**src/rtl/uart_rx_controller.sv**
```systemverilog
// UART receiver: 2-FF synchronised line input, 8N1 frame recovery with a run-time
// baud select that uses the same encoding as the transmitter.
package uart_pkg;
  typedef enum logic [1:0] {
    BAUD_SET_9600    = 2'd0,
    BAUD_SET_115200  = 2'd1,
    BAUD_SET_1000000 = 2'd2
  } baud_set_t;
endpackage

module uart_rx_controller
  import uart_pkg::*;
#(
  parameter int INPUT_DATA_WIDTH = 8,
  parameter int F_CLK            = 16000000
) (
  input  logic                        clk_16mhz,
  input  logic                        rstn,
  input  logic                        serial_in,
  input  baud_set_t                   baud_setting,
  output logic [INPUT_DATA_WIDTH-1:0] data_out,
  output logic                        rx_done,
  output logic                        framing_error,
  output logic                        rx_busy
);

  localparam int N_9600    = (F_CLK + 4800) / 9600;
  localparam int N_115200  = (F_CLK + 57600) / 115200;
  localparam int N_1000000 = (F_CLK + 500000) / 1000000;
  localparam int CW        = $clog2(N_9600 + 1);
  localparam int BW        = (INPUT_DATA_WIDTH > 1) ? $clog2(INPUT_DATA_WIDTH) : 1;

  typedef enum logic [2:0] {IDLE, START, DATA, STOP, WAIT_HIGH} state_t;

  state_t                      state, state_n;
  logic [1:0]                  sync_q;
  logic                        s;
  logic [CW-1:0]               cnt, n_lat, h_lat, n_sel;
  logic [BW-1:0]               bit_idx;
  logic [INPUT_DATA_WIDTH-1:0] shreg;
  logic                        cnt_clr, idx_clr, latch_div, shift_en, load_out, ferr;
  logic                        hit_h, hit_n;

  // Synchroniser resets to the idle-high level so reset release never looks like a start edge
  always_ff @(posedge clk_16mhz or negedge rstn) begin
    if (!rstn) sync_q <= 2'b11;
    else       sync_q <= {sync_q[0], serial_in};
  end
  assign s = sync_q[1];

  always_comb begin
    n_sel = CW'(N_9600);
    case (baud_setting)
      BAUD_SET_115200:  n_sel = CW'(N_115200);
      BAUD_SET_1000000: n_sel = CW'(N_1000000);
      default:          n_sel = CW'(N_9600);
    endcase
  end

  assign hit_h = (cnt == h_lat - CW'(1));
  assign hit_n = (cnt == n_lat - CW'(1));

  always_ff @(posedge clk_16mhz or negedge rstn) begin
    if (!rstn) state <= IDLE;
    else       state <= state_n;
  end

  always_comb begin
    state_n   = state;
    cnt_clr   = 1'b0;
    idx_clr   = 1'b0;
    latch_div = 1'b0;
    shift_en  = 1'b0;
    load_out  = 1'b0;
    ferr      = 1'b0;
    case (state)
      IDLE: if (!s) begin
        state_n   = START;
        cnt_clr   = 1'b1;
        latch_div = 1'b1;
      end
      START: if (hit_h) begin
        cnt_clr = 1'b1;
        idx_clr = 1'b1;
        state_n = s ? IDLE : DATA;
      end
      DATA: if (hit_n) begin
        shift_en = 1'b1;
        cnt_clr  = 1'b1;
        if (bit_idx == BW'(INPUT_DATA_WIDTH - 1)) state_n = STOP;
      end
      // Stop is judged mid-bit, so a good frame re-arms half a bit early
      STOP: if (hit_n) begin
        cnt_clr = 1'b1;
        if (s) begin
          load_out = 1'b1;
          state_n  = IDLE;
        end else begin
          ferr    = 1'b1;
          state_n = WAIT_HIGH;
        end
      end
      WAIT_HIGH: if (s) state_n = IDLE;
      default: state_n = IDLE;
    endcase
  end

  always_ff @(posedge clk_16mhz or negedge rstn) begin
    if (!rstn) begin
      cnt           <= '0;
      n_lat         <= CW'(N_9600);
      h_lat         <= CW'(N_9600 / 2);
      bit_idx       <= '0;
      shreg         <= '0;
      data_out      <= '0;
      rx_done       <= 1'b0;
      framing_error <= 1'b0;
    end else begin
      cnt           <= (cnt_clr || state == IDLE || state == WAIT_HIGH) ? '0 : cnt + CW'(1);
      rx_done       <= load_out;
      framing_error <= ferr;
      if (latch_div) begin
        n_lat <= n_sel;
        h_lat <= n_sel >> 1;
      end
      if (idx_clr)       bit_idx <= '0;
      else if (shift_en) bit_idx <= bit_idx + BW'(1);
      if (shift_en) shreg    <= {s, shreg[INPUT_DATA_WIDTH-1:1]};
      if (load_out) data_out <= shreg;
    end
  end

  assign rx_busy = (state != IDLE);

endmodule

```
**config.mk**
```make
export PLATFORM = sky130hd
export DESIGN_NAME = uart_rx_controller
export DESIGN_NICKNAME = d
export VERILOG_FILES = /design/src/rtl/uart_rx_controller.sv
export SDC_FILE = /design/constraint.sdc
export NUM_CORES = 1
export LEC_CHECK = 0
export CAP_MARGIN = 20
export CORE_ASPECT_RATIO = 1.5
export CORE_UTILIZATION = 30
export DETAILED_ROUTE_END_ITERATION = 10
export PLACE_DENSITY_LB_ADDON = 0.12
export SLEW_MARGIN = 5
export SYNTH_ARGS = -nofsm -noshare
export SYNTH_HDL_FRONTEND = slang
export SYNTH_SLANG_ARGS = --single-unit
export TNS_END_PERCENT = 1
```
**constraint.sdc**
```tcl
create_clock -name clk_16mhz -period 3.85 [get_ports clk_16mhz]
set_input_delay 0.77 -clock clk_16mhz [delete_from_list [all_inputs] [get_ports clk_16mhz]]
set_output_delay 0.77 -clock clk_16mhz [all_outputs]
set_load 0.02 [all_outputs]
```
==> results of run 1 <==
[metrics by stage]
step | setup WS, ns | util | instance area, um^2 | power (mW)
CTS | 0.879 | 0.356 | 2570 | 1.35
detailed placement | 0.887 | 0.340 | 2460 | 0.979
global placement | 0.934 | 0.340 | 2460 | 0.977
floorplan | 1.01 | - | 2250 | 0.883
finish | 0.906 | 0.356 | 2570 | 1.33
global route | 0.753 | 0.356 | 2570 | 1.42
[registers in the layout, indices dropped and copies added (netlist names)]
name           flops
framing_error      1
state              3
cnt               11
n_lat              4
bit_idx            3
sync_q             2
shreg              8
data_out           8
rx_done            1
[layout make-up]
cell class,count,share of cell area
multi-input cells,136,0.430
clock buffers,7,0.0335
repair buffers,17,0.0622
well taps,100,0.0486
inverters,9,0.0131
flip-flops and latches,41,0.401
clock inverters,1,0.0117
[cells by family after synthesis]
kind of cell / after synthesis / synth area share
XOR/XNOR: 16 / 0.0624
multiplexers: 22 / 0.122
AO/OA/AOI/OAI: 37 / 0.115
adder cells (fa/ha/maj): 7 / 0.0390
buffers and inverters: 23 / 0.0484
AND/OR/NAND/NOR: 54 / 0.154
flip-flops: 41 / 0.459
[Yosys cell counts (4+ instances only)]
| master | instances |
|---|---|
| dfrtp_1 | 37 |
| mux2_2 | 12 |
| a211oi_1 | 11 |
| inv_1 | 9 |
| xor2_1 | 9 |
| clkbuf_1 | 8 |
| mux2_4 | 8 |
| ha_1 | 7 |
| nand2_1 | 7 |
| nand3_1 | 7 |
| nor2_1 | 7 |
| xnor2_1 | 7 |
| a21oi_1 | 6 |
| o31ai_1 | 5 |
| or3_1 | 5 |
| dfstp_2 | 4 |
| nor3_1 | 4 |
| o21ai_0 | 4 |
[cells in the final DEF, fill, tap and decap left out, types with 2 or more instances in the layout]
master           count
and3b_1              2
xor2_1               9
dfstp_2              4
or3_1                5
nand3b_1             2
o211ai_1             2
nand4b_1             2
clkbuf_8             6
or4_1                3
a211oi_1            11
nand2_1              7
buf_4                2
clkdlybuf4s50_1     14
nand2b_1             3
o21ai_0              4
mux2_2              12
xnor2_1              7
nor3_1               4
o31ai_1              5
inv_1                9
ha_1                 7
nor2_1               7
mux2_4               8
nor3b_1              2
a21oi_1              6
mux2i_1              2
dfrtp_1             37
nand3_1              7
o21bai_1             2
[where the power goes]
part           switching [mW]  internal [mW]
Clock                   0.149          0.212
Combinational           0.208          0.176
Sequential             0.0973          0.486
[routing by layer]
metal | share of wire | vias up | global-route usage | wire [um]
li1 | - | 742 | - | -
met1 | 0.42 | 761 | 0.142 | 1910
met2 | 0.55 | 18 | 0.251 | 2480
met3 | 0.015 | 5 | 0.0196 | 68
met4 | 0.016 | 0 | 0.0588 | 72
met5 | 0 | - | 0 | 0
[worst register-to-register path, delay by kind of cell, from the launching register on]
kind | cells | cell delay (ns)
AO/OA/AOI/OAI | 2 | 0.63
AND/OR/NAND/NOR | 1 | 0.66
flip-flops | 1 | 0.65
buffers and inverters | 1 | 0.07
XOR/XNOR | 1 | 0.16
adder cells (fa/ha/maj) | 1 | 0.33
multiplexers | 1 | 0.34
[final timing paths]
| path | endpoint | slack, ns | cells after the start |
|---|---|---|---|
| max | shreg[1] | 0.91 | 7 |
| min | sync_q[1] | 0.36 | 0 |
| max reg2reg | shreg[1] | 0.91 | 7 |
| min reg2reg | sync_q[1] | 0.36 | 0 |
| max in group asynchronous | bit_idx[0] | 2.67 | 1 |
| min in group asynchronous | shreg[5] | 0.61 | 1 |
==> impl_results.md, run 1 <==
* Status: finished, final reports clean
* Largest net degree at the start of global routing at 42
* Clock Latency Late Sink at 0.29 ns
* Minimum clock period at 2.94 ns
* Die W at 72.7 um
* Rel. slew slack at 0.389
* RSZ-0062 raised after global routing: no
* Dominant cell type by area after synthesis: dfrtp_1
* # clock sinks at 41
* Syn Inst Count at 200
* Total Routing Usage GR at 0.133
* DRC Markers at 0
* CTS Buffer Depth at 2
* Critical Path Start: n_lat[7]
* CP peak stage delay at 0.66 ns
* H-Tree Depth at 2
* Critical path peak fanout at 13
* Placed Cells at 303
* Initial DRC Count at 50
* Setup violators final at 0
* Main area contributors after synthesis: dfrtp_1 (41%), mux2_2 (6.0%), mux2_4 (5.3%), dfstp_2 (4.7%), ha_1 (3.9%)
* Worst path cell trace: inv_1 -> ha_1 -> xor2_1 -> o211ai_1 -> a2111o_1 -> or4_4 -> mux2_4
* Core area at 0.00723 mm^2
* Die Area at 0.00785 mm^2
* Avg Synthesized Cell Area at 11.2 um^2
* Clock Pin Slew Worst Setup and Hold Paths at 0.07 ns
* Routed wire per std cell at 14.6 um
* PwrDens at 516 mW/mm^2
* CTS tree: yes
* CP max-delay cell: or4_4
* DR vias at 1526
* Clock Tree Root: clkbuf_8
* Area Overhead vs Synth at 14.5%
* Top_reg_cell synth: dfrtp_1
* Worst vdd ir at 0.274 mV
* Inserted Clock Buffers at 5
* Final Max Tran Viols at 0
* Die H at 108 um
* Skew final at 0.00833 ns
* Ant diodes at 0
* Yosys cell types at 48
* # port buffers at 15
* Setup_tns at 0 ns
* Period utilization at 0.765
* Initial Util at 0.311
* Worst hold start: sync_q[0]
* DR vias/cell at 4.91
* Critical path type: flip-flop to flip-flop
* Yosys warnings at 0
* Dpl hpwl at 3220 um
* Grt total ovfl at 0
* FF+latch area at 0.00103 mm^2
* Post-cts gate resize count at 0
* Top cell family by delay on the critical path: simple AND/OR/NAND/NOR gates
* Async S/R FF share, synth at 1.00
* Initial antenna violation count at 0
* Worst path buffer plus inverter count at 1
* Seq cells post-synth at 41
* CTS Hold Buffers Added at 0
* Multi-input gate area at 0.00111 mm^2
* Filler instances at 775
* Layout cell share with drive strength beyond 1 at 0.180
* First-pass GRT wire length at 7940 um
* HP Class: flip-flop to flip-flop
* Post-synth EDFFs at 0
* Non-filler cells, final at 311
* Gpl congestion at 0.772
* Worst path arrival time at 3.12 ns
* Layout Nets at 222
* Remaining antenna violation count at 0
* Vias in the first global route at 1660
* Drt pass-1 iters at 4
* Worst EP required at 4.02 ns
* Number of max-cap violations at 0
* F_max at 340 MHz
* Slew @ Worst Pin at 0.916 ns
* Static Leak at 1.11 nW
* Io pins at 16
* Yosys top cell area share at 0.412
* Post-synthesis sequential area ratio at 0.459
* Reg2reg start: n_lat[7]
* Final wirelength at 4530 um
* Crit end category: flip-flop
* Fin Hold WS at 0.357 ns
* Cell Area, Synth at 0.00225 mm^2
* Total setup buffers inserted after CTS at 0
* Crit path launch type: flip-flop
* Final hold vios at 0
* Row count at 38
* Syn_nets at 212
Power figures use the tool's default switching activity.
==> run 2, diff against run 1 <==
Clock period 3.85 ns to 2.5 ns, I/O delays scaled along.
==> run 2 against run 1 <==
The flow now finishes with violations (setup timing). Maximum frequency rose by 16%. Sequential power rose by 47%. Clock skew fell by 0.0015 ns. Critical path depth did not move. Die area did not move. Via count rose by 4.2%. Setup slack got worse by 0.93 ns. Global-route usage rose by 0.27 points. Hold slack got worse by 0.013 ns. Register-to-register slack got worse by 0.93 ns. Design area rose by 7.5%. Largest power group unchanged.
==> impl_results.md, run 2 (same netlist as run 1, synthesis figures left out) <==
* Routed wire per std cell at 14.4 um
* Total Routing Usage GR at 0.135
* Fin Hold WS at 0.345 ns
* Filler instances at 744
* Final hold vios at 0
* Crit path launch type: flip-flop
* Critical path peak fanout at 11
* Static Leak at 1.21 nW
* Setup_tns at -0.182 ns
* Critical path type: flip-flop to flip-flop
* Most common cell after layout, fill and taps aside: dfrtp_1
* Top cell family by delay on the critical path: flip-flops
* Setup ws final at -0.0277 ns
* CP peak stage delay at 0.57 ns
* Reg2reg start: n_lat[7]
* FF+latch area at 0.00103 mm^2
* Final Max Tran Viols at 0
* Remaining antenna violation count at 0
* Vias in the first global route at 1660
* F_max at 396 MHz
* Drt pass-1 iters at 4
* Ant diodes at 0
* Max reg flops at 11
* DRC Markers at 0
* Layout Nets at 240
* Placed Cells at 321
* Crit end category: flip-flop
* Rel. slew slack at 0.387
* Worst path cell trace: inv_2 -> ha_4 -> xor2_1 -> o211ai_1 -> a2111o_1 -> or4_4 -> mux2_4
* # clock sinks at 41
* Initial Util at 0.311
* Number of max-cap violations at 0
* Non-filler cells, final at 329
* Layout cell share with drive strength beyond 1 at 0.279
* Io pins at 16
* Total setup buffers inserted after CTS at 0
* HP Class: input port to async pin
* Skew final at 0.00684 ns
* Die Area at 0.00785 mm^2
* Worst R2R Setup Slack at -0.03 ns
* RSZ-0062 raised after global routing: yes
* Slew @ Worst Pin at 0.920 ns
* Die W at 72.7 um
* Grt total ovfl at 0
* Clock Latency Late Sink at 0.29 ns
* DR vias/cell at 4.83
* Core area at 0.00723 mm^2
* Multi-input gate area at 0.00117 mm^2
* Dpl hpwl at 3430 um
* Inserted Clock Buffers at 5
* Largest register by flop count: cnt
* Minimum clock period at 2.53 ns
* Largest net degree at the start of global routing at 42
* Setup violators final at 9
* Critical Path Start: n_lat[7]
* Status: finished, violations left
* Worst vdd ir at 0.370 mV
* Final core occ at 0.383
* DR vias at 1590
* Worst EP required at 2.67 ns
* Gpl congestion at 0.748
* # port buffers at 15
* Initial antenna violation count at 0
* Area Overhead vs Synth at 23.1%
* CTS tree: yes
* CP max-delay cell: dfstp_2
* CTS Hold Buffers Added at 0
* Worst path arrival time at 2.70 ns
* Die H at 108 um
* First-pass GRT wire length at 7990 um
* Final wirelength at 4730 um
* PwrDens at 774 mW/mm^2
* CTS Buffer Depth at 2
* H-Tree Depth at 2
* Period utilization at 1.01
* Clock Tree Root: clkbuf_8
* Clock Pin Slew Worst Setup and Hold Paths at 0.08 ns
* Failing checks: setup timing
* Worst path buffer plus inverter count at 1
* Row count at 38
* Regs by FF count: cnt: 11 flops, data_out: 8 flops, shreg: 8 flops
* Initial DRC Count at 41
* Highest-count cells in the layout ignoring fill and taps: dfrtp_1 (37), buf_4 (19), clkdlybuf4s50_1 (14)
## run 2: layout make-up
class                           count  area share
Multi-Input combinational cell    136       0.422
Sequential cell                    41       0.373
Clock inverter                      1     0.00181
Timing Repair Buffer               35       0.111
Tap cell                          100      0.0452
Inverter                            9      0.0122
Clock buffer                        7      0.0348
## run 2: timing repair
| action | in CTS | in global routing |
|---|---|---|
| gates resized for setup | 1 | 9 |
| endpoints found under the hold margin | 0 | 0 |
| pin swaps | 2 | 1 |
| endpoints found under the setup margin | 20 | 31 |
## run 2: worst register-to-register path, cell delays in order, from the launching register on
cell,delay [ns]
dfstp_2,0.57
inv_2,0.05
ha_4,0.26
xor2_1,0.14
o211ai_1,0.12
a2111o_1,0.37
or4_4,0.57
mux2_4,0.34
## run 2: metrics by stage
step	instance area, um^2	power [mW]	setup WS [ns]
after detailed placement	2620	1.66	-0.0211
final	2770	2.14	-0.0277
after global routing	2770	2.28	-0.120
after global placement	2620	1.66	0.000129
after CTS	2730	2.16	-0.0365
after floorplan	2270	1.39	-0.110
## run 2: power breakdown
group | leakage (nW) | internal, mW | total [mW] | switching [mW]
combinational | 0.604 | 0.400 | 0.812 | 0.412
clock | 0.0542 | 0.250 | 0.471 | 0.222
sequential | 0.548 | 0.749 | 0.858 | 0.110
total | 1.21 | 1.40 | 2.14 | 0.744
## run 2: path summary, 6_finish.rpt
| kind | to | depth (start not counted) |
|---|---|---|
| max in group asynchronous | n_lat[9] | 2 |
| min reg2reg | sync_q[1] | 0 |
| min | data_out[7] | 1 |
| max reg2reg | shreg[1] | 7 |
| max | shreg[1] | 7 |
| min in group clk_16mhz | sync_q[1] | 0 |
## run 2: metal layers
layer | vias to the layer above | part of all wire | wire length, um | track usage
met5 | - | 0 | 0 | 0
met4 | 0 | 0.019 | 92 | 0.0630
met3 | 6 | 0.016 | 78 | 0.0252
met2 | 20 | 0.55 | 2590 | 0.258
met1 | 783 | 0.42 | 1970 | 0.139
li1 | 781 | - | - | -
==> run 3, diff against run 2 <==
Settings changed: SLEW_MARGIN 5 to 25.
==> run 3 against run 2 <==
Largest power group unchanged. Final cell count stayed put. Register-to-register slack hardly changed. Critical path type unchanged. Combinational power hardly changed. The run still ends with setup timing left. Maximum frequency stayed put. Sequential power hardly changed. Global-route usage stayed put.
==> impl_results.md, run 3 (same netlist as run 1, synthesis figures left out) <==
* Drt pass-1 iters at 4
* Dpl hpwl at 3430 um
* Setup violators final at 9
* Number of max-cap violations at 0
* Initial antenna violation count at 0
* Routed wire per std cell at 14.4 um
* Die Area at 0.00785 mm^2
* Clock Pin Slew Worst Setup and Hold Paths at 0.08 ns
* DR vias/cell at 4.83
* Clk pwr share at 0.220
* Ant diodes at 0
* Largest net degree at the start of global routing at 42
* Crit path launch type: flip-flop
* Final hold vios at 0
* Worst vdd ir at 0.371 mV
* Worst path arrival time at 2.70 ns
* Clock Latency Late Sink at 0.29 ns
* Setup_tns at -0.182 ns
* Grt total ovfl at 0
* Final core occ at 0.383
* Worst EP required at 2.67 ns
* Initial Util at 0.311
* Tot Pwr at 2.14 mW
* Filler instances at 743
* Die H at 108 um
* Pre-CTS WS at -0.0211 ns
* Layout Nets at 240
* Int Pwr at 1.40 mW
* Total setup buffers inserted after CTS at 0
* Vias in the first global route at 1660
* Regs by FF count: cnt: 11 flops, data_out: 8 flops, shreg: 8 flops
* Slew @ Worst Pin at 0.568 ns
* # port buffers at 15
* First-pass GRT wire length at 7990 um
* HP Class: input port to async pin
* Remaining antenna violation count at 0
* Sw Pwr at 0.744 mW
* DR vias at 1590
* Largest register by flop count: cnt
* F_max at 396 MHz
* Final wirelength at 4730 um
* Fin Hold WS at 0.185 ns
* Seq pwr share at 0.401
* Sw Share at 0.347
* H-Tree Depth at 2
* Max reg flops at 11
* Layout cell share with drive strength beyond 1 at 0.279
* Static Leak at 1.21 nW
* Gpl congestion at 0.748
* Io pins at 16
* Highest-count cells in the layout ignoring fill and taps: dfrtp_1 (37), buf_4 (20), clkdlybuf4s50_1 (14)
* Final Max Tran Viols at 0
* PwrDens at 774 mW/mm^2
* CTS Buffer Depth at 2
* Rel. slew slack at 0.619
* Row count at 38
* # clock sinks at 41
* Skew final at 0.00684 ns
* Critical path type: flip-flop to flip-flop
* DRC Markers at 0
* Period utilization at 1.01
* Failing checks: setup timing
* Status: finished, violations left
* Setup ws final at -0.0277 ns
* Area Overhead vs Synth at 23.2%
* Core area at 0.00723 mm^2
* Total Routing Usage GR at 0.135
* RSZ-0062 raised after global routing: yes
* Crit end category: flip-flop
* Initial DRC Count at 41
* Critical path peak fanout at 11
* Most common cell after layout, fill and taps aside: dfrtp_1
* Die W at 72.7 um
* CTS tree: yes
* Minimum clock period at 2.53 ns
* Comb pwr share at 0.379
* Clock Tree Root: clkbuf_8
* Inserted Clock Buffers at 5
run 3: cell counts in the layout (fill, tap and decap cells not counted):
No cell type changed its count.
run 3: cell type report:
class                      instances  area [um^2]  area share
clock buffer                       7         96.3      0.0348
clock inverter                     1         5.00     0.00181
inverter                           9         33.8      0.0122
multi-input combinational        136         1170       0.422
sequential                        41         1030       0.372
tap                              100          125      0.0452
timing repair buffer              35          310       0.112
run 3: what timing repair did:
| item | CTS | global route |
|---|---|---|
| pin swaps | 2 | 1 |
| resized for setup | 1 | 9 |
| endpoints found under the setup margin | 20 | 31 |
| hold buffers | 0 | 0 |
run 3: per-stage QoR:
step,cells,instance area [um^2]
5_1_grt,329,2770
2_1_floorplan,200,2270
3_3_place_gp,321,2620
3_5_place_dp,321,2620
4_1_cts,329,2730
6_report,329,2770
run 3: metal layers:
layer | wire length [um] | GRT usage | vias to the layer above
li1 | - | - | 781
met1 | 1970 | 0.139 | 783
met2 | 2590 | 0.258 | 20
met3 | 78 | 0.0252 | 6
met4 | 92 | 0.0630 | 0
met5 | 0 | 0 | -
run 3: power groups by stage:
stage	Sequential [mW]	Clock (mW)	Combinational (mW)
after detailed placement	0.873	0	0.784
after floorplan	0.827	0	0.560
final	0.858	0.471	0.812
after global placement	0.872	0	0.789
after CTS	0.860	0.498	0.802
after global routing	0.877	0.516	0.891
run 3: final timing paths:
path	startpoint	to	slack, ns	depth (start not counted)
setup reg to reg	n_lat[7]	shreg[1]	-0.03	7
max in group asynchronous	rstn	n_lat[9]	1.78	2
setup / recovery	n_lat[7]	shreg[1]	-0.03	7
min in group clk_16mhz	sync_q[0]	sync_q[1]	0.36	0
hold / removal	rstn	data_out[7]	0.18	1
hold reg to reg	sync_q[0]	sync_q[1]	0.36	0
run 3: worst max-delay path, stage by stage, from the launching register on:
cell	delay, ns
dfstp_2	0.57
inv_2	0.05
ha_4	0.26
xor2_1	0.14
o211ai_1	0.12
a2111o_1	0.37
or4_4	0.57
mux2_4	0.33
